File: src/rtl/lcd_pkg.sv
// Shared types and codes for the LCD character-datapath sequencer.
// Holds the top and write-engine state enums, init_sel/field codes, the
// per-write select record and helpers that build it for each write step.
package lcd_pkg;

  typedef enum logic [1:0] {
    PWR_WAIT,
    INIT,
    IDLE,
    FRAME
  } top_state_e;

  typedef enum logic [2:0] {
    WR_IDLE,
    SETUP,
    PULSE,
    HOLD,
    EXEC
  } wr_state_e;

  // Datapath command select codes
  localparam logic [1:0] CMD_CLEAR        = 2'd0;
  localparam logic [1:0] CMD_DISPLAY_ON   = 2'd1;
  localparam logic [1:0] CMD_ENTRY_MODE   = 2'd2;
  localparam logic [1:0] CMD_FUNCTION_SET = 2'd3;

  // Datapath field codes
  localparam logic [1:0] FIELD_DIGITS = 2'd0;
  localparam logic [1:0] FIELD_OP     = 2'd1;
  localparam logic [1:0] FIELD_BLANK  = 2'd2;

  localparam logic [3:0] INIT_LAST  = 4'd3;  // four init commands, steps 0..3
  localparam logic [3:0] FRAME_LAST = 4'd8;  // clear + 8 characters, steps 0..8

  // Everything the datapath and bus need for one write, plus which wait follows
  typedef struct packed {
    logic       rs;
    logic [1:0] init_sel;
    logic       data_sel;
    logic       db_sel;
    logic [1:0] field;
    logic [1:0] index;
    logic       use_clr;
  } wr_sel_t;

  function automatic int unsigned max_of(input int unsigned a, input int unsigned b);
    return (a > b) ? a : b;
  endfunction

  // Init sequence: functionSet, entryMode, displayOn, clear
  function automatic wr_sel_t init_write(input logic [1:0] step);
    wr_sel_t s;
    s.rs       = 1'b0;
    s.init_sel = 2'(CMD_FUNCTION_SET - step);
    s.data_sel = 1'b0;
    s.db_sel   = 1'b1;
    s.field    = FIELD_BLANK;
    s.index    = 2'd0;
    s.use_clr  = (step == 2'd3);
    return s;
  endfunction

  // Frame: clear, digits right-to-left (index 3..0), op text left-to-right (0..3)
  function automatic wr_sel_t frame_write(input logic [3:0] step);
    wr_sel_t s;
    s.init_sel = CMD_CLEAR;
    s.db_sel   = 1'b1;
    if (step == 4'd0) begin
      s.rs       = 1'b0;
      s.data_sel = 1'b0;
      s.field    = FIELD_BLANK;
      s.index    = 2'd0;
      s.use_clr  = 1'b1;
    end else if (step <= 4'd4) begin
      s.rs       = 1'b1;
      s.data_sel = 1'b1;
      s.field    = FIELD_DIGITS;
      s.index    = 2'(3'd4 - step[2:0]);
      s.use_clr  = 1'b0;
    end else begin
      s.rs       = 1'b1;
      s.data_sel = 1'b1;
      s.field    = FIELD_OP;
      s.index    = 2'(step - 4'd5);
      s.use_clr  = 1'b0;
    end
    return s;
  endfunction

endpackage

File: src/rtl/lcd_write_timer.sv
// HD44780 write-cycle engine: SETUP (e low), PULSE (e high), HOLD (e low),
// then EXEC for the caller-supplied wait. done is high in the last EXEC
// cycle; a start in that same cycle chains the next write with no gap.
module lcd_write_timer
  import lcd_pkg::*;
#(
  parameter int unsigned T_AS = 2,
  parameter int unsigned T_PW = 12,
  parameter int unsigned T_H  = 2,
  parameter int unsigned CW   = 8
) (
  input  logic          clk,
  input  logic          rst_n,
  input  logic          start,
  input  logic [CW-1:0] wait_cycles,
  output logic          lcd_e,
  output logic          done
);

  wr_state_e     state_q, state_d;
  logic [CW-1:0] cnt_q, cnt_d;
  logic [CW-1:0] wait_q, wait_d;
  logic          e_q, e_d;

  assign done  = (state_q == EXEC) && (cnt_q == wait_q - CW'(1));
  assign lcd_e = e_q;

  // Phase sequencing and per-phase cycle counting
  always_comb begin
    // NOTE: every always_comb output gets a default first so no path can infer a latch.
    state_d = state_q;
    cnt_d   = cnt_q + CW'(1);
    wait_d  = wait_q;
    unique case (state_q)
      WR_IDLE: begin
        cnt_d = '0;
        if (start) begin
          state_d = SETUP;
          wait_d  = wait_cycles;
        end
      end
      SETUP: if (cnt_q == CW'(T_AS - 1)) begin
        state_d = PULSE;
        cnt_d   = '0;
      end
      PULSE: if (cnt_q == CW'(T_PW - 1)) begin
        state_d = HOLD;
        cnt_d   = '0;
      end
      HOLD: if (cnt_q == CW'(T_H - 1)) begin
        state_d = EXEC;
        cnt_d   = '0;
      end
      EXEC: if (done) begin
        cnt_d = '0;
        if (start) begin
          state_d = SETUP;
          wait_d  = wait_cycles;
        end else begin
          state_d = WR_IDLE;
        end
      end
      default: begin
        state_d = WR_IDLE;
        cnt_d   = '0;
      end
    endcase
    // E is registered so the strobe is glitch-free at the pin
    e_d = (state_d == PULSE);
  end

  // Engine registers; async reset drops E immediately even mid-pulse
  always_ff @(posedge clk or negedge rst_n) begin
    // NOTE: sequential state uses non-blocking assignments so all flops update from pre-edge values.
    if (!rst_n) begin
      state_q <= WR_IDLE;
      cnt_q   <= '0;
      wait_q  <= '0;
      e_q     <= 1'b0;
    end else begin
      state_q <= state_d;
      cnt_q   <= cnt_d;
      wait_q  <= wait_d;
      e_q     <= e_d;
    end
  end

endmodule

File: src/rtl/lcd_ctrl.sv
// LCD character-datapath sequencer: power-on wait, 4-command init, then one
// 8-character frame repaint per update request or refresh-timer expiry.
// Optional feature macro: LCD_BLINK_EN (cursor-blink square wave that also
// requests a repaint on every edge). Undefined: blink is held at 0.
module lcd_ctrl
  import lcd_pkg::*;
#(
  parameter int unsigned T_POWER   = 750000,
  parameter int unsigned T_AS      = 2,
  parameter int unsigned T_PW      = 12,
  parameter int unsigned T_H       = 2,
  parameter int unsigned T_CMD     = 2000,
  parameter int unsigned T_CLR     = 82000,
  parameter int unsigned T_REFRESH = 2500000,
  parameter int unsigned T_BLINK   = 12500000
) (
  input  logic       clk,
  input  logic       rst_n,
  input  logic       update,
  output logic       lcd_e,
  output logic       lcd_rs,
  output logic       lcd_rw,
  output logic [1:0] init_sel,
  output logic       data_sel,
  output logic       db_sel,
  output logic [1:0] field,
  output logic [1:0] index,
  output logic       blink,
  output logic       busy,
  output logic       init_done
);

  localparam int unsigned T_MAX = max_of(
    max_of(max_of(T_POWER, T_AS), max_of(T_PW, T_H)),
    max_of(max_of(T_CMD, T_CLR), max_of(T_REFRESH, T_BLINK)));
  localparam int unsigned CW = $clog2(T_MAX + 1);

  localparam wr_sel_t SEL_RESET = '{
    rs: 1'b0, init_sel: CMD_FUNCTION_SET, data_sel: 1'b0, db_sel: 1'b0,
    field: FIELD_BLANK, index: 2'd0, use_clr: 1'b0};

  top_state_e    state_q, state_d;
  logic [3:0]    step_q, step_d;
  logic [CW-1:0] pwr_q, pwr_d;
  logic [CW-1:0] refresh_q, refresh_d;
  logic          pending_q, pending_d;
  logic          init_done_q, init_done_d;
  logic          busy_q, busy_d;
  wr_sel_t       sel_q, sel_d;

  logic          wr_start;
  logic [CW-1:0] wr_wait;
  logic          wr_done;
  logic          blink_evt;
  logic          repaint;

  lcd_write_timer #(
    .T_AS (T_AS),
    .T_PW (T_PW),
    .T_H  (T_H),
    .CW   (CW)
  ) u_write_timer (
    .clk         (clk),
    .rst_n       (rst_n),
    .start       (wr_start),
    .wait_cycles (wr_wait),
    .lcd_e       (lcd_e),
    .done        (wr_done)
  );

`ifdef LCD_BLINK_EN
  logic [CW-1:0] blink_cnt_q;
  logic          blink_q;

  assign blink_evt = (blink_cnt_q == CW'(T_BLINK - 1));
  assign blink     = blink_q;

  // Free-running half-period counter, independent of the sequencer
  always_ff @(posedge clk or negedge rst_n) begin
    if (!rst_n) begin
      blink_cnt_q <= '0;
      blink_q     <= 1'b0;
    end else if (blink_evt) begin
      blink_cnt_q <= '0;
      blink_q     <= ~blink_q;
    end else begin
      blink_cnt_q <= blink_cnt_q + CW'(1);
    end
  end
`else
  assign blink_evt = 1'b0;
  assign blink     = 1'b0;
`endif

  // In IDLE a request acts immediately; elsewhere it is remembered
  assign repaint = pending_q || update || (refresh_q == CW'(T_REFRESH - 1));

  // Top sequencer: picks the next write and hands it to the engine
  always_comb begin
    state_d     = state_q;
    step_d      = step_q;
    pwr_d       = pwr_q;
    refresh_d   = refresh_q;
    init_done_d = init_done_q;
    sel_d       = sel_q;
    wr_start    = 1'b0;
    // Requests collapse: any number of them leave one pending repaint
    pending_d   = pending_q || (update && (state_q != IDLE)) || blink_evt;
    unique case (state_q)
      PWR_WAIT: begin
        if (pwr_q == CW'(T_POWER - 1)) begin
          state_d  = INIT;
          step_d   = 4'd0;
          wr_start = 1'b1;
          sel_d    = init_write(2'd0);
        end else begin
          pwr_d = pwr_q + CW'(1);
        end
      end
      INIT: begin
        if (wr_done) begin
          if (step_q == INIT_LAST) begin
            state_d     = IDLE;
            init_done_d = 1'b1;
            sel_d.field = FIELD_BLANK;
          end else begin
            step_d   = step_q + 4'd1;
            wr_start = 1'b1;
            sel_d    = init_write(step_q[1:0] + 2'd1);
          end
        end
      end
      IDLE: begin
        if (repaint) begin
          state_d   = FRAME;
          step_d    = 4'd0;
          wr_start  = 1'b1;
          sel_d     = frame_write(4'd0);
          pending_d = 1'b0;
          refresh_d = '0;
        end else if (refresh_q != CW'(T_REFRESH - 1)) begin
          refresh_d = refresh_q + CW'(1);
        end
      end
      FRAME: begin
        if (wr_done) begin
          if (step_q == FRAME_LAST) begin
            state_d     = IDLE;
            sel_d.field = FIELD_BLANK;
          end else begin
            step_d   = step_q + 4'd1;
            wr_start = 1'b1;
            sel_d    = frame_write(step_q + 4'd1);
          end
        end
      end
      default: state_d = PWR_WAIT;
    endcase
    wr_wait = sel_d.use_clr ? CW'(T_CLR) : CW'(T_CMD);
    busy_d  = (state_d != IDLE);
  end

  // Sequencer registers; selects load together with the engine entering SETUP
  always_ff @(posedge clk or negedge rst_n) begin
    if (!rst_n) begin
      state_q     <= PWR_WAIT;
      step_q      <= 4'd0;
      pwr_q       <= '0;
      refresh_q   <= '0;
      pending_q   <= 1'b0;
      init_done_q <= 1'b0;
      busy_q      <= 1'b1;
      sel_q       <= SEL_RESET;
    end else begin
      state_q     <= state_d;
      step_q      <= step_d;
      pwr_q       <= pwr_d;
      refresh_q   <= refresh_d;
      pending_q   <= pending_d;
      init_done_q <= init_done_d;
      busy_q      <= busy_d;
      sel_q       <= sel_d;
    end
  end

  assign lcd_rs    = sel_q.rs;
  assign lcd_rw    = 1'b0;
  assign init_sel  = sel_q.init_sel;
  assign data_sel  = sel_q.data_sel;
  assign db_sel    = sel_q.db_sel;
  assign field     = sel_q.field;
  assign index     = sel_q.index;
  assign busy      = busy_q;
  assign init_done = init_done_q;

endmodule
File: config.mk
export PLATFORM = sky130hd
export DESIGN_NAME = lcd_ctrl
export DESIGN_NICKNAME = d
export VERILOG_FILES = /design/src/rtl/lcd_pkg.sv /design/src/rtl/lcd_write_timer.sv /design/src/rtl/lcd_ctrl.sv
export SDC_FILE = /design/constraint.sdc
export NUM_CORES = 1
export LEC_CHECK = 0
export CAP_MARGIN = 30
export CORE_MARGIN = 8
export CORE_UTILIZATION = 30
export CTS_CLUSTER_DIAMETER = 60
export DETAILED_ROUTE_END_ITERATION = 6
export GPL_TIMING_DRIVEN = 1
export PLACE_DENSITY_LB_ADDON = 0.25
export RECOVER_POWER = 50
export SYNTH_ARGS = -nofsm -noshare
export SYNTH_HDL_FRONTEND = slang
export SYNTH_SLANG_ARGS = --single-unit
File: constraint.sdc
create_clock -name clk -period 6.7 [get_ports clk]
set_input_delay 1.005 -clock clk [delete_from_list [all_inputs] [get_ports clk]]
set_output_delay 1.005 -clock clk [all_outputs]
set_load 0.1 [all_outputs]
==> summary.md <==
The remaining global-route overflow is 0. In the layout the commonest cells are dfrtp_1 (93), nor2_1 (75), nand2_1 (54), xnor2_1 (36), xor2_1 (35). The average instance area after synthesis is 9.43 um^2, and the clock-pin slew reported for the worst setup and hold paths after clock tree synthesis is 70 ps. Setup repair after global routing left no endpoint under its margin. The logs give 6940 ps for the worst endpoint required time and 0 for the residual antenna-violating net count after detailed routing. The final period demand of the worst path is 3450 ps.

For this block, the initial DRC count from the detailed router was 269. The via count of the first global-routing pass is 3864, and the power density over the cells is 193 mW/mm^2. For this run, the total global-route usage over all layers was measured as 10.9%. The maximum buffer depth of the clock tree was 2. The number of synthesized flops with an enable pin is 0.

The floorplan die height is 147 um, and the number of nets in the final layout is 561. The critical path in this run is classified as in2reg. The largest driver fanout on the critical path is 26, and the final period utilization is 51.5%. On the final layout, the worst clock skew is 7.30 ps.

Once layout is complete, the utilization of the core stands at 33.5%. IR analysis of the VDD net gives a maximum drop of 128 uV. The count of buffers added by post-CTS timing repair for setup came out at 0. Number of buffers inserted by port buffering: 14. The antenna diode instance count was 0.

STA classifies the critical path startpoint as an input port. For the worst flop-to-flop path, the logic depth is 8. The CTS sink count was 97; the CTS buffer count was 9. The tools report the die area as 0.0216 mm^2. Dividing the detail-routed via count by the number of cells gives 4.90.

The final reports fail on max-capacitance violations, max-slew violations. The worst register-to-register path has a setup slack of 3300 ps. Entering global routing, the biggest net connects 63 pins. The tools report the count of instances resized after the clock tree is built as 0. The tools report the reg-to-reg startpoint as state_q[1]$_DFF_PN0_. Summing every instance area after synthesis gives 0.00516 mm^2. 17 I/O pins were placed.

Worst hold slack after final layout: 475 ps. Following the worst setup path forward leads to its endpoint at u_write_timer.wait_q[14]$_DFFE_PN0P_. The leading register cell type out of synthesis was dfrtp_1. The area growth from synthesis to layout is 10.8%.

Yosys mapped the design onto 54 distinct sky130hd cell types. The logs give 0 for the total count of hold-check failures in the final report and 10900 um for the wire length after detailed routing. Count of standard-cell rows: 48.

Sequential elements use 47.2% of the synthesized area. The min-delay analysis places its worst path in the category reg2reg. The tree is rooted in a clkbuf_16. The commonest non-fill, non-tap cell in the layout was dfrtp_1. Of the cells placed in the final design, the portion with a size suffix greater than 1 is 6.69%. Ranked by total cell area, the synthesized netlist is headed by dfrtp_1 (45%), xnor2_1 (6.1%), xor2_1 (5.9%).

The fraction of synthesized cell area taken by the top area cell type was 45.1%. Counting flops with an async set or reset pin after synthesis yields a share of 100%. Timing would allow up to 0.290 GHz. The largest area contributor in the netlist was dfrtp_1. Before antenna repair, the detailed router went through 4 iterations. The initial antenna violation count was 0; the average wire per cell in the routed design was 14.0 um. After legalization and detailed placement, the total HPWL measured 7600 um. The first global-routing pass estimated 19200 um of wire. In this run the static leakage power is 2.34 nW.

At the worst endpoint, the arrival time is 3690 ps. The run gives 1.10 mW as the final total power. At the pin with the least slew margin, the transition time is 2010 ps.

In this run the standard cell core region covers 0.0171 mm^2. Total negative slack for setup checks: 0 ps. The final route contains 3813 vias. The congestion estimate from routability-driven global placement came to 0.813. The most critical setup path has its startpoint at update.

The logs give 37 for the final count of pins violating max slew and 547 for the synthesized netlist cell count. The reported max-cap violation count is 1. Synthesis inferred 97 register bits. TritonCTS built the clock tree. The tools report the final setup violation count as 0. The run finished, with violations left. In this run the critical register-to-register path is captured at u_write_timer.wait_q[14]$_DFFE_PN0P_. From left edge to right edge, the die measures 147 um. The number of H-tree levels was 3.

The post-detailed-route DRC marker count was 0; the worst slew slack as a fraction of its limit was -34.0%. The run gives 30.2% as the initial core utilization. The number of cells on the worst hold path is 1. The later pin in the worst-skew pair is clocked with a latency of 350 ps. For the cts-stage hold buffer count, the log shows 0. STA classifies the critical path endpoint as a flip-flop. Yosys printed 0 warnings.
[metal layers]
layer	GRT usage [%]	routed length, um
met1	13.6	5170
met2	17.3	5170
met3	3.51	435
met4	3.67	129
met5	0	0
[synthesized netlist by cell type, drive strengths merged (2+ instances only)]
library cell	instances
nand4	19
o31ai	4
mux2	3
clkbuf	14
mux2i	4
dfrtp	93
nand4b	2
ha	10
nand2	54
o211ai	2
nor3	13
or4	3
nor2	75
nor4bb	3
nand3	29
and2	5
o2111ai	2
a31oi	2
nor4b	2
xnor2	36
nor3b	4
or3	6
and3	12
a21oi	11
nand2b	5
nor4	7
o22a	2
nand3b	3
inv	20
o21ai	20
o311ai	2
buf	14
nor2b	5
a21o	2
xor2	35
or2	6
dfstp	4
and4	4
[registers in the layout, indices dropped and copies added (netlist names)]
name	flops
pending_q	1
busy	1
u_write_timer.cnt_q	24
init_done	1
init_sel	2
u_write_timer.state_q	3
u_write_timer.wait_q	3
sel_q	1
pwr_q	24
lcd_rs	1
state_q	2
step_q	4
index	2
db_sel	1
u_write_timer.lcd_e	1
refresh_q	24
field	2
[power breakdown]
part / internal (mW) / total (mW) / switching [mW]
sequential: 0.586 / 0.586 / 0.00000000000000000636
clock: 0.272 / 0.498 / 0.226
combinational: 0.000878 / 0.0174 / 0.0165
[through the flow]
| stage | worst slack, ps | std cells | instance area [um^2] |
|---|---|---|---|
| 2_1_floorplan | 3810 | 548 | 5160 |
| 3_3_place_gp | 3700 | 762 | 5440 |
| 3_5_place_dp | 3600 | 762 | 5440 |
| 4_1_cts | 3600 | 778 | 5720 |
| 5_1_grt | 2940 | 778 | 5720 |
| 6_report | 3250 | 778 | 5720 |
[logic make-up after synthesis]
kind of cell | synth area share (%)
multiplexers | 1.50
flip-flops | 47.2
adder cells (fa/ha/maj) | 2.43
XOR/XNOR | 12.1
buffers and inverters | 4.75
other | 0.0727
AO/OA/AOI/OAI | 6.69
AND/OR/NAND/NOR | 25.3
[final cells by class]
| type | count | area (um^2) |
|---|---|---|
| repair buffers | 17 | 153 |
| flip-flops and latches | 97 | 2430 |
| inverters | 20 | 75.1 |
| clock buffers | 12 | 256 |
| clock inverters | 4 | 27.5 |
| fillers | 1794 | 11300 |
| well taps | 225 | 282 |
| multi-input cells | 403 | 2490 |
[worst min-delay path by stage]
| stage | start | endpoint | slack, ps |
|---|---|---|---|
| detailed placement | db_sel$_DFFE_PN0P_ | db_sel$_DFFE_PN0P_ | 460 |
| floorplan | pwr_q[23]$_DFFE_PN0P_ | pwr_q[23]$_DFFE_PN0P_ | 450 |
| global placement | db_sel$_DFFE_PN0P_ | db_sel$_DFFE_PN0P_ | 450 |
| finish | db_sel$_DFFE_PN0P_ | db_sel$_DFFE_PN0P_ | 480 |
| CTS | db_sel$_DFFE_PN0P_ | db_sel$_DFFE_PN0P_ | 480 |
| global route | pwr_q[14]$_DFFE_PN0P_ | pwr_q[14]$_DFFE_PN0P_ | 500 |
[worst max-delay path, cell delays in order]
cell           delay, ps
dlygate4sd3_1        540
o21ai_0               90
o31ai_2              100
clkbuf_1             920
a21oi_1              220
nand2_1              170
and4_1               280
mux2_2               350
Power figures use the tool's default switching activity.
